File: config.mk
export PLATFORM = sky130hd
export DESIGN_NAME = frame_stream_scheduler
export DESIGN_NICKNAME = d
export VERILOG_FILES = /design/src/rtl/frame_stream_scheduler.sv
export SDC_FILE = /design/constraint.sdc
export NUM_CORES = 1
export LEC_CHECK = 0
export ABC_AREA = 1
export BUFFER_PORTS_ARGS = -buffer_cell sky130_fd_sc_hd__buf_2
export CAP_MARGIN = 20
export CORE_MARGIN = 5
export CORE_UTILIZATION = 63
export CTS_CLUSTER_DIAMETER = 150
export DETAILED_ROUTE_END_ITERATION = 16
export PLACE_DENSITY_LB_ADDON = 0.05
export SETUP_SLACK_MARGIN = 0.05
export SYNTH_ARGS = -nofsm -noshare
export SYNTH_HDL_FRONTEND = slang
export SYNTH_SLANG_ARGS = --single-unit
File: constraint.sdc
create_clock -name clk -period 18.4 [get_ports clk]
set_input_delay 3.68 -clock clk [delete_from_list [all_inputs] [get_ports clk]]
set_output_delay 3.68 -clock clk [all_outputs]
set_load 0.02 [all_outputs]
File: src/rtl/frame_stream_scheduler.sv
`default_nettype none
// ============================================================================
// frame_stream_scheduler
//   Raster read sequencer for the frame buffer with credit-limited show-ahead
//   output FIFO and SOP/EOP-tagged valid/ready pixel stream.
// Revision: 1.0
// ============================================================================
module frame_stream_scheduler #(
   parameter int WIDTH      = 320,
   parameter int HEIGHT     = 240,
   parameter int ADDR_W     = 17,
   parameter int DATA_W     = 30,
   parameter int RD_LAT     = 2,
   parameter int FIFO_DEPTH = 4
) (
   input  logic              clk,
   input  logic              reset,
   input  logic              enable,
   input  logic [2:0]        mode_req,
   output logic [2:0]        mode_active,
   output logic              rd_en,
   output logic [ADDR_W-1:0] rd_addr,
   input  logic [DATA_W-1:0] pix_in,
   output logic [DATA_W-1:0] out_data,
   output logic              out_valid,
   input  logic              out_ready,
   output logic              out_sop,
   output logic              out_eop,
   output logic              frame_done,
   output logic [15:0]       frame_count
);

   localparam int COL_W = $clog2(WIDTH + 1);
   localparam int ROW_W = $clog2(HEIGHT + 1);
   localparam int PTR_W = $clog2(FIFO_DEPTH);
   localparam int CNT_W = $clog2(FIFO_DEPTH + 1);
   localparam int OCC_W = $clog2(FIFO_DEPTH + RD_LAT + 2) + 1;
   localparam logic [COL_W-1:0] LAST_COL = COL_W'(WIDTH - 1);
   localparam logic [ROW_W-1:0] LAST_ROW = ROW_W'(HEIGHT - 1);
   localparam logic [PTR_W-1:0] LAST_PTR = PTR_W'(FIFO_DEPTH - 1);
   localparam bit SINGLE_PIX = (WIDTH * HEIGHT == 1);

   localparam logic [1:0] S_IDLE   = 2'd0;
   localparam logic [1:0] S_STREAM = 2'd1;
   localparam logic [1:0] S_FLUSH  = 2'd2;

   logic [1:0]        state, state_nxt;
   logic [COL_W-1:0]  col, next_col;
   logic [ROW_W-1:0]  row, next_row;
   logic              next_is_last;
   logic              start, advance;
   logic              push, pop, eop_accept, credit;
   logic [OCC_W-1:0]  inflight, occ;
   logic [RD_LAT:1]   tag_v, tag_s, tag_e;
   logic              sop0, eop0;
   logic [DATA_W-1:0] mem_d [FIFO_DEPTH];
   logic [FIFO_DEPTH-1:0] mem_s, mem_e;
   logic [PTR_W-1:0]  wr_ptr, rd_ptr;
   logic [CNT_W-1:0]  fifo_count;

   // col/row describe the read currently on rd_addr
   always_comb begin
      next_col = col + COL_W'(1);
      next_row = row;
      if (col == LAST_COL) begin
         next_col = '0;
         next_row = row + ROW_W'(1);
      end
   end

   assign next_is_last = (next_col == LAST_COL) && (next_row == LAST_ROW);
   assign sop0 = (col == '0) && (row == '0);
   assign eop0 = (col == LAST_COL) && (row == LAST_ROW);

   assign out_valid  = (fifo_count != '0);
   assign out_data   = mem_d[rd_ptr];
   assign out_sop    = out_valid & mem_s[rd_ptr];
   assign out_eop    = out_valid & mem_e[rd_ptr];
   assign pop        = out_valid & out_ready;
   assign push       = tag_v[RD_LAT];
   assign eop_accept = pop & out_eop;

   // Occupancy after this edge's pop; the read about to issue must still fit
   always_comb begin
      inflight = OCC_W'(rd_en);
      for (int i = 1; i <= RD_LAT; i++) begin
         inflight = inflight + OCC_W'(tag_v[i]);
      end
   end

   assign occ    = OCC_W'(fifo_count) - OCC_W'(pop) + inflight;
   assign credit = (occ < OCC_W'(FIFO_DEPTH));

   always_ff @(posedge clk or posedge reset) begin
      if (reset) state <= S_IDLE;
      else       state <= state_nxt;
   end

   always_comb begin
      state_nxt = state;
      case (state)
         S_IDLE:   if (enable) state_nxt = SINGLE_PIX ? S_FLUSH : S_STREAM;
         S_STREAM: if (credit && next_is_last) state_nxt = S_FLUSH;
         S_FLUSH:  if (eop_accept) begin
                      if (enable) state_nxt = SINGLE_PIX ? S_FLUSH : S_STREAM;
                      else        state_nxt = S_IDLE;
                   end
         default:  state_nxt = S_IDLE;
      endcase
   end

   always_comb begin
      start   = 1'b0;
      advance = 1'b0;
      case (state)
         S_IDLE:   start   = enable;
         S_STREAM: advance = credit;
         S_FLUSH:  start   = eop_accept & enable;
         default:  ;
      endcase
   end

   always_ff @(posedge clk or posedge reset) begin
      if (reset) begin
         rd_en       <= 1'b0;
         rd_addr     <= '0;
         col         <= '0;
         row         <= '0;
         mode_active <= '0;
      end else begin
         rd_en <= start | advance;
         if (start) begin
            rd_addr     <= '0;
            col         <= '0;
            row         <= '0;
            mode_active <= mode_req;
         end else if (advance) begin
            rd_addr <= rd_addr + ADDR_W'(1);
            col     <= next_col;
            row     <= next_row;
         end
      end
   end

   // Tag stage k holds the read issued k cycles earlier; stage RD_LAT meets pix_in
   always_ff @(posedge clk or posedge reset) begin
      if (reset) begin
         tag_v <= '0;
         tag_s <= '0;
         tag_e <= '0;
      end else begin
         tag_v[1] <= rd_en;
         tag_s[1] <= sop0;
         tag_e[1] <= eop0;
         for (int i = 2; i <= RD_LAT; i++) begin
            tag_v[i] <= tag_v[i-1];
            tag_s[i] <= tag_s[i-1];
            tag_e[i] <= tag_e[i-1];
         end
      end
   end

   always_ff @(posedge clk or posedge reset) begin
      if (reset) begin
         wr_ptr     <= '0;
         rd_ptr     <= '0;
         fifo_count <= '0;
         mem_s      <= '0;
         mem_e      <= '0;
         for (int i = 0; i < FIFO_DEPTH; i++) mem_d[i] <= '0;
      end else begin
         if (push) begin
            mem_d[wr_ptr] <= pix_in;
            mem_s[wr_ptr] <= tag_s[RD_LAT];
            mem_e[wr_ptr] <= tag_e[RD_LAT];
            wr_ptr        <= (wr_ptr == LAST_PTR) ? '0 : wr_ptr + PTR_W'(1);
         end
         if (pop) rd_ptr <= (rd_ptr == LAST_PTR) ? '0 : rd_ptr + PTR_W'(1);
         case ({push, pop})
            2'b10:   fifo_count <= fifo_count + CNT_W'(1);
            2'b01:   fifo_count <= fifo_count - CNT_W'(1);
            default: ;
         endcase
      end
   end

   always_ff @(posedge clk or posedge reset) begin
      if (reset) begin
         frame_done  <= 1'b0;
         frame_count <= '0;
      end else begin
         frame_done <= eop_accept;
         if (eop_accept) frame_count <= frame_count + 16'd1;
      end
   end

endmodule
`default_nettype wire

==> metrics list, run 1 <==
- After detailed routing, the total wire length is between 20000 and 25000 um.
* Clock network latency to the later pin of the worst-skew pair: around 0.43 ns
- Smallest setup slack after layout: around 12 ns
* Max Fclk: between 0.15 and 0.2 GHz
- Setup TNS: 0 ns
- Counting instances in the post-synthesis netlist gives the leading cell types as 236 x sky130_fd_sc_hd__nand2_1, 206 x sky130_fd_sc_hd__o21ai_0, 198 x sky130_fd_sc_hd__dfrtp_1.
* Biggest area consumer among synthesized cells: sky130_fd_sc_hd__dfrtp_1
- Summed over all cells, the static leakage comes to 5.30 nW.
- The floorplan step defined a die boundary enclosing 17600 um2.
- Largest cells by area after synthesis: sky130_fd_sc_hd__dfrtp_1 52%, sky130_fd_sc_hd__o21ai_0 11%, sky130_fd_sc_hd__nand2_1 9.4%
- Synthesized flop and latch total: between 150 and 200
- At the worst endpoint, the required time is roughly 19 ns.
- Max capacitance violation total: 0
* Initial antenna violation count: 0
- Yosys warning count: 0
* Worst clock skew: approximately 0.008 ns
- Final count of pins violating max slew: 0
- Once the clock tree was built, the resizer swapped 0 gates to a different size.
- Once detailed placement completed, the half-perimeter wirelength came to between 10000 and 15000 um.
- After global routing the overflow that remains totals 0.
* Largest net degree at the start of global routing: about 120
- Largest stage delay, worst path: ~0.84 ns
- Placer Congestion: about 0.9
- The number of buffers and inverters on the critical path is 4.
* Initial Utilization: 0.647
- Die height: between 100 and 150 um
- First-pass GRT wire length: 35800 um
* Max-Slew Margin vs Limit: 0.277
* Max rail drop VDD: approximately 150 uV
- Top_reg_cell synth: sky130_fd_sc_hd__dfrtp_1
- Before antenna repair, the detailed router went through 6 iterations.
- Final Cycle Share: 0.344
- The largest individual stage delay along the critical path comes from the cell sky130_fd_sc_hd__nor3_4.
* Via count of the first global-routing pass: about 7500
- Run status: complete, no violations
- At the pin with the least slew margin, the transition time is 1.08 ns.
- Number of clock buffers inserted by TritonCTS: 17
- Worst slack after detailed placement: between 10 and 15 ns
- The cell count after synthesis came out at between 1000 and 1500.
- Buffers inserted to repair hold after CTS numbered 0.
- The worst hold path passes through 0 cells.
* Final layout net count: between 1000 and 1500
* RSZ-0062 raised after global routing: no
* Critical path class: in -> reg
- DR vias: 7772
- By instance count, the leading cell after synthesis is sky130_fd_sc_hd__nand2_1.
- The H-tree was split into 4 levels.
* Multi-input gate area: 3910 um2
- Number of gates on the worst path with buffers counted: 16
- Largest fanout of any net on the critical path: 28
- TritonCTS clock tree: done
- STA puts the critical path data arrival time at around 6.7 ns.
- Count of final hold-check violations: 0
* Netlist area before placement: around 9500 um2
- Kind of launch point of the worst setup path: primary input
- The clock passes through at most 2 buffers.
- Count of buffers inserted at the top-level ports: roughly 110
* Vias per cell: 5.58
* R2R depth: 16
- Setup violations remaining at the end of the flow were counted as 0.
- The floorplan step defined a core boundary enclosing between 10000 and 15000 um2.
* Setup slack, reg-to-reg: between 10 and 15 ns
* Nature of the critical path endpoint: flip-flop
- Path type of the worst min-delay path: reg -> reg
- Clock transition at path regs: around 0.070 ns
* Sequential fraction of the synthesis area: 0.523
- The filler cells instantiated in the layout total roughly 1100.
- The critical path ends at rd_addr[12]$_DFFE_PP0P_.
- CTS saw 198 sinks.
* Fraction of layout instances using a drive strength above 1: 0.167
* Proportion of netlist area held by the largest area contributor: 0.523
- FF-to-FF Start: fifo_count[0]$_DFFE_PP0P_
- Counting flops with a built-in enable in the synthesized netlist gives 0.
- In this run the critical register-to-register path is captured at rd_addr[12]$_DFFE_PP0P_.
- Async set-or-reset flop fraction in the synthesized netlist: 1.00
- The critical path starts at out_ready.
* Total routing usage reported by global routing: 0.245
- Cell-by-cell listing of the critical path: buf_2, inv_1, nor2_4, inv_1, or2_2, ha_1, ha_1, nand3_1, nand2_1, xor2_1, nor3_4, nand2_1, inv_1, nand3_1, nand2_1, nor2_1
- The number of antenna diodes in the final layout is 0.
- After the first detailed-routing iteration, the DRC count stood at roughly 600.
* Areal power density over the cells: roughly 180 nW/um2
- Remaining design rule violation count: 0
- In this run the count of I/O pins placed on the die edge is approximately 110.
- Cell Rows: 44
- Average wire per cell in the routed design: roughly 15 um
- Final critical path time including I/O delays and setup: 6.32 ns
- Once the clock tree was built, the setup fixing pass inserted 0 buffers.
- Synthesis instantiated 40 different standard cells from the library.
* Family with the most delay on the worst path: simple AND/OR/NAND/NOR gates
- The die is approximately 130 um wide.
- Layout overhead on the synthesized area: 14.0%
* Number of nets with antenna violations after detailed routing: 0
- Clock Tree Root: sky130_fd_sc_hd__clkbuf_16
- Register Area: a little under 5000 um2
* Synthesized area per cell: 8.51 um2
- Counting every net in the synthesized netlist gives 1168.
-- layout make-up --
cell class,instances,share of cell area
flip-flops and latches,198,0.459
multi-input cells,761,0.362
repair buffers,117,0.0667
clock buffers,20,0.0432
inverters,102,0.0363
well taps,184,0.0213
clock inverters,12,0.0118
-- state kept, by name, summed over array words and instances (netlist names) --
| signal | cells |
|---|---|
| col | 9 |
| tag_v | 2 |
| mode_active | 3 |
| row | 8 |
| frame_count | 16 |
| rd_ptr | 2 |
| mem_e | 4 |
| fifo_count | 3 |
| mem_d | 120 |
| tag_s | 2 |
| wr_ptr | 2 |
| tag_e | 2 |
| rd_addr | 17 |
| rd_en | 1 |
| mem_s | 4 |
| frame_done | 1 |
| state | 2 |
-- worst min path at each step --
stage                             startpoint  slack [ns]            endpoint
after floorplan           tag_e[1]$_DFF_PP0_        0.33  tag_e[2]$_DFF_PP0_
after detailed placement  tag_e[1]$_DFF_PP0_        0.35  tag_e[2]$_DFF_PP0_
final                     tag_e[1]$_DFF_PP0_        0.37  tag_e[2]$_DFF_PP0_
after global routing      tag_e[1]$_DFF_PP0_        0.38  tag_e[2]$_DFF_PP0_
after global placement    tag_s[1]$_DFF_PP0_        0.34  tag_s[2]$_DFF_PP0_
after CTS                 tag_e[1]$_DFF_PP0_        0.36  tag_e[2]$_DFF_PP0_
-- layer usage --
| metal | vias up | wire length [um] | global-route usage |
|---|---|---|---|
| li1 | 3831 | - | - |
| met1 | 3709 | 9290 | 0.334 |
| met5 | - | 0 | 0 |
| met3 | 35 | 917 | 0.0357 |
| met2 | 197 | 10600 | 0.408 |
| met4 | 0 | 424 | 0.0803 |
-- kinds of logic after synthesis --
kind of cell / share of synthesized area
AND/OR/NAND/NOR: 0.201
XOR/XNOR: 0.0240
adder cells (fa/ha/maj): 0.0254
flip-flops: 0.523
multiplexers: 0.00119
AO/OA/AOI/OAI: 0.160
buffers and inverters: 0.0658
-- metrics by stage --
stage	util	cells	power, mW	hold WS, ns	cell area, um2
after floorplan	-	1113	1.35	0.331	9470
after global placement	0.686	1355	1.54	0.345	10000
after detailed placement	0.686	1355	1.57	0.353	10000
after CTS	0.726	1387	1.94	0.365	10600
after global routing	0.737	1394	2.11	0.384	10800
final	0.737	1394	1.95	0.371	10800
-- where the power goes --
| group | switching (mW) | total (mW) | internal, mW |
|---|---|---|---|
| clock | 0.162 | 0.373 | 0.211 |
| combinational | 0.583 | 0.866 | 0.282 |
| sequential | 0.106 | 0.716 | 0.610 |
-- cells in the final DEF, fill, tap and decap left out, types with 4 or more instances in the layout --
cell type,instances
sky130_fd_sc_hd__a21oi_1,8
sky130_fd_sc_hd__buf_12,4
sky130_fd_sc_hd__buf_2,107
sky130_fd_sc_hd__clkbuf_16,17
sky130_fd_sc_hd__clkinv_2,5
sky130_fd_sc_hd__clkinvlp_4,4
sky130_fd_sc_hd__dfrtp_1,197
sky130_fd_sc_hd__ha_1,16
sky130_fd_sc_hd__inv_1,98
sky130_fd_sc_hd__nand2_1,232
sky130_fd_sc_hd__nand2_2,7
sky130_fd_sc_hd__nand2_4,4
sky130_fd_sc_hd__nand3_1,43
sky130_fd_sc_hd__nand4_1,15
sky130_fd_sc_hd__nor2_1,109
sky130_fd_sc_hd__nor2_2,4
sky130_fd_sc_hd__nor3_1,11
sky130_fd_sc_hd__nor3_2,4
sky130_fd_sc_hd__o21ai_0,206
sky130_fd_sc_hd__o21ai_1,9
sky130_fd_sc_hd__o21ai_2,17
sky130_fd_sc_hd__o22ai_1,30
sky130_fd_sc_hd__xnor2_1,8
sky130_fd_sc_hd__xor2_1,18
Power figures use the tool's default switching activity.
==> run 2: changes to the inputs <==
--- a/config.mk
+++ b/config.mk
@@ -5,11 +5,11 @@
 export SDC_FILE = /design/constraint.sdc
 export NUM_CORES = 1
 export LEC_CHECK = 0
-export ABC_AREA = 1
+export ABC_AREA = 0
 export BUFFER_PORTS_ARGS = -buffer_cell sky130_fd_sc_hd__buf_2
 export CAP_MARGIN = 20
 export CORE_MARGIN = 5
-export CORE_UTILIZATION = 63
+export CORE_UTILIZATION = 53
 export CTS_CLUSTER_DIAMETER = 150
 export DETAILED_ROUTE_END_ITERATION = 16
 export PLACE_DENSITY_LB_ADDON = 0.05
==> constraint.sdc (replaced) <==
create_clock -name clk -period 5.2 [get_ports clk]
set_input_delay 1.04 -clock clk [delete_from_list [all_inputs] [get_ports clk]]
set_output_delay 1.04 -clock clk [all_outputs]
set_load 0.02 [all_outputs]
==> metrics list, run 2 <==
- The worst setup path is launched from a primary input.
* Number of clock buffers inserted by TritonCTS: 17
- Final count of pins violating max slew: 0
- Wire segments on met2 add up to between 10000 and 15000 um in the final route.
- Synth cell count leaders: 198 x sky130_fd_sc_hd__dfrtp_1, 132 x sky130_fd_sc_hd__mux2_2, 45 x sky130_fd_sc_hd__nand2_1
* DR vias: a little under 6000
- Clock Tree Root: sky130_fd_sc_hd__clkbuf_16
- Largest net degree at the start of global routing: 88
* Initial antenna violation count: 0
- The tightest min-delay check is of the reg -> reg type.
- Total routing usage reported by global routing: 0.201
- Overall Power: around 6.7 mW
* Cell count after synthesis: approximately 700
* Setup TNS: 0 ns
- The area growth from synthesis to layout is 15.5%.
- The critical path is of the in -> reg type.
- ~110 I/O pins were placed.
- Clock Path Buffers: 2
- Of the cells placed in the final design, the portion with a size suffix greater than 1 is 0.409.
- At the worst endpoint, the arrival time is 4.14 ns.
* Worst hold path depth: 0
* Yosys warning count: 0
- Average wire per cell in the routed design: 18.8 um
- CTS sink cnt: ~200
- Design area: approximately 11000 um2
* WL met3: about 580 um
- For the pin with the worst max-slew slack, the measured transition is 0.968 ns.
- TritonCTS built the clock tree.
- R2R depth: 10
- Largest fanout of any net on the critical path: 14
- The synthesized design spends more area on one cell type than any other, namely sky130_fd_sc_hd__dfrtp_1.
- Routability-driven placement finished with a final weighted congestion of just over 0.8.
* Count of buffers inserted at the top-level ports: 107
* Cell Rows: 48
* Core region area: ~17000 um2
- Based on the critical path, the design can be clocked at up to around 0.26 GHz.
- The analysis attributes to cell leakage a power of around 4.8 nW.
- RSZ-0062 raised after global routing: no
* Max-Slew Margin vs Limit: 0.352
- Buffers inserted to repair hold after CTS numbered 0.
- The register with the most flip-flops in the layout has between 100 and 150 of them.
- Clock-pin slew was measured on the worst setup and hold paths at roughly 0.070 ns.
- Biggest register: mem_d
* Count of different cell masters after synthesis: a little over 60
* Final Cycle Share: 0.730
- Netlist area before placement: roughly 9000 um2
- Post-detailed-routing wire length: roughly 19000 um
* Final critical path time including I/O delays and setup: between 3 and 4 ns
- Power spread over the standard cell area amounts to ~630 nW/um2.
- Cell area reported after detailed placement: 9980 um2
- The run finished with clean final reports.
- Setup violations remaining at the end of the flow were counted as 0.
- Sum of overflow across all layers after global routing: 0
* Multi-input gate area: 4050 um2
* Net count after synthesis: 750
- Worst clock skew: 0.00999 ns
- The layout has 1378 filler cells.
- Most used cells in the layout excluding fill and tap cells: 196 x sky130_fd_sc_hd__dfrtp_1, 132 x sky130_fd_sc_hd__mux2_2, 107 x sky130_fd_sc_hd__buf_2
- Regs by FF count: mem_d x120, rd_addr x17, frame_count x16
- The floorplan step defined a die boundary enclosing about 20000 um2.
- Registers take roughly 5000 um2.
- STA classifies the critical path endpoint as a flip-flop.
- At the later pin of the worst-skew pair, clock insertion delay measures 0.42 ns.
- In this run the number of H-tree levels came out at 4.
- Synthesized area per cell: 13.3 um2
- The HPWL after detailed placement is around 13000 um.
- For this run, asynchronously set or reset flops after synthesis account for 1.00.
- For this run, the leading register cell type out of synthesis is sky130_fd_sc_hd__dfrtp_1.
- Most frequent standard cell in the layout excluding fill and tap cells: sky130_fd_sc_hd__dfrtp_1
* Number of nets with antenna violations after detailed routing: 0
* Die W: approximately 140 um
- VDD sags by at most around 280 uV.
- Most common cell in the netlist: sky130_fd_sc_hd__dfrtp_1
* Die height: 142 um
- Proportion of netlist area held by the largest area contributor: 0.537
- Drt first-iter violations: ~330
* End-of-flow core utilization: 0.620
- Post-synth EDFFs: 0
- Remaining design rule violation count: 0
- Count of final hold-check violations: 0
- The first detailed-routing pass took 5 iterations.
- By area the synthesized netlist is led by sky130_fd_sc_hd__dfrtp_1 54%, sky130_fd_sc_hd__mux2_2 16%, sky130_fd_sc_hd__mux4_2 7.8%.
- The first global-routing pass estimated between 30000 and 40000 um of wire.
* Buffer count from post-CTS setup fixing: 0
- Initial Utilization: 0.537
- Required arrival time at the worst endpoint: between 5 and 6 ns
* Vias per cell: between 5 and 6
- Final layout net count: around 850
- Routed metal-1 wire length: roughly 8400 um
* Synthesized flop and latch total: between 150 and 200
- Max capacitance violation total: 0
* Count of instances resized after the clock tree is built: 0
* Number of inserted diodes: 0
- In this run the top signal layer used is met4.
- Via count of the first global-routing pass: between 6000 and 7000
- Of the synthesized area, sequential elements account for 0.537.
-- run 2: cell types whose count changed in the layout (fill, tap and decap cells not counted), moves of 8 or more --
cell                      change
sky130_fd_sc_hd__nor2_1      -94
sky130_fd_sc_hd__o21ai_2     -17
sky130_fd_sc_hd__nand3_1     -18
sky130_fd_sc_hd__mux4_2      +32
sky130_fd_sc_hd__inv_1       -82
sky130_fd_sc_hd__o21ai_0    -190
sky130_fd_sc_hd__o21ai_1      -8
sky130_fd_sc_hd__and3_1      +10
sky130_fd_sc_hd__mux2_2     +131
sky130_fd_sc_hd__o22ai_1     -29
sky130_fd_sc_hd__nand2_1    -191
-- run 2: layer usage --
metal | track usage | vias up
met5 | 0 | -
met4 | 0.0682 | 0
met3 | 0.0357 | 26
met2 | 0.344 | 104
met1 | 0.261 | 3078
li1 | - | 2740
-- run 2: final timing paths --
path                                      startpoint                       to  slack, ns
min                               tag_s[1]$_DFF_PP0_       tag_s[2]$_DFF_PP0_       0.35
max reg2reg                fifo_count[0]$_DFFE_PP0P_  rd_addr[16]$_DFFE_PP0P_       1.43
min reg2reg                       tag_s[1]$_DFF_PP0_       tag_s[2]$_DFF_PP0_       0.35
min in group asynchronous                      reset   mem_d[115]$_DFFE_PP0P_       0.75
max in group asynchronous                      reset    mem_d[99]$_DFFE_PP0P_       3.79
max                                        out_ready  rd_addr[16]$_DFFE_PP0P_       1.41
-- run 2: area by class of cell --
| class | instances | share of cell area |
|---|---|---|
| clock buffers | 20 | 0.0429 |
| multi-input cells | 440 | 0.381 |
| well taps | 225 | 0.0264 |
| flip-flops and latches | 198 | 0.465 |
| repair buffers | 115 | 0.0574 |
| inverters | 18 | 0.00669 |
| clock inverters | 11 | 0.0208 |
-- run 2: kinds of logic (layout without fill, tap and decap cells) --
| group | Yosys count | after routing | share of synthesized area |
|---|---|---|---|
| AOI/OAI and AO/OA | 74 | 74 | 0.0551 |
| xor gates and xnor gates | 26 | 26 | 0.0247 |
| adders and majority gates | 18 | 18 | 0.0260 |
| buffers and inverters | 57 | 164 | 0.0243 |
| DFF | 198 | 198 | 0.537 |
| muxes | 168 | 168 | 0.244 |
| and+or+nand+nor | 154 | 154 | 0.0890 |
-- run 2: power by group --
part	internal, mW	switching (mW)
Clock	0.930	0.569
Combinational	1.31	1.37
Sequential	2.13	0.365
-- run 2: worst max-delay path, stage by stage --
cell,delay (ns)
sky130_fd_sc_hd__buf_2,0.10
sky130_fd_sc_hd__o31a_1,0.17
sky130_fd_sc_hd__nand2b_1,0.13
sky130_fd_sc_hd__nand2_1,0.07
sky130_fd_sc_hd__fa_1,0.38
sky130_fd_sc_hd__ha_1,0.28
sky130_fd_sc_hd__a31o_2,0.21
sky130_fd_sc_hd__nor3_2,0.46
sky130_fd_sc_hd__o2111ai_1,0.52
sky130_fd_sc_hd__or4_1,0.63
sky130_fd_sc_hd__a21oi_1,0.14
-- run 2: through the flow --
stage          setup WS (ns)  instances  hold slack [ns]
2_1_floorplan           1.60        695            0.331
3_3_place_gp            1.09        995            0.335
3_5_place_dp           0.945        996            0.336
4_1_cts                 1.42       1027            0.350
5_1_grt                 1.14       1027            0.361
6_report                1.41       1027            0.349
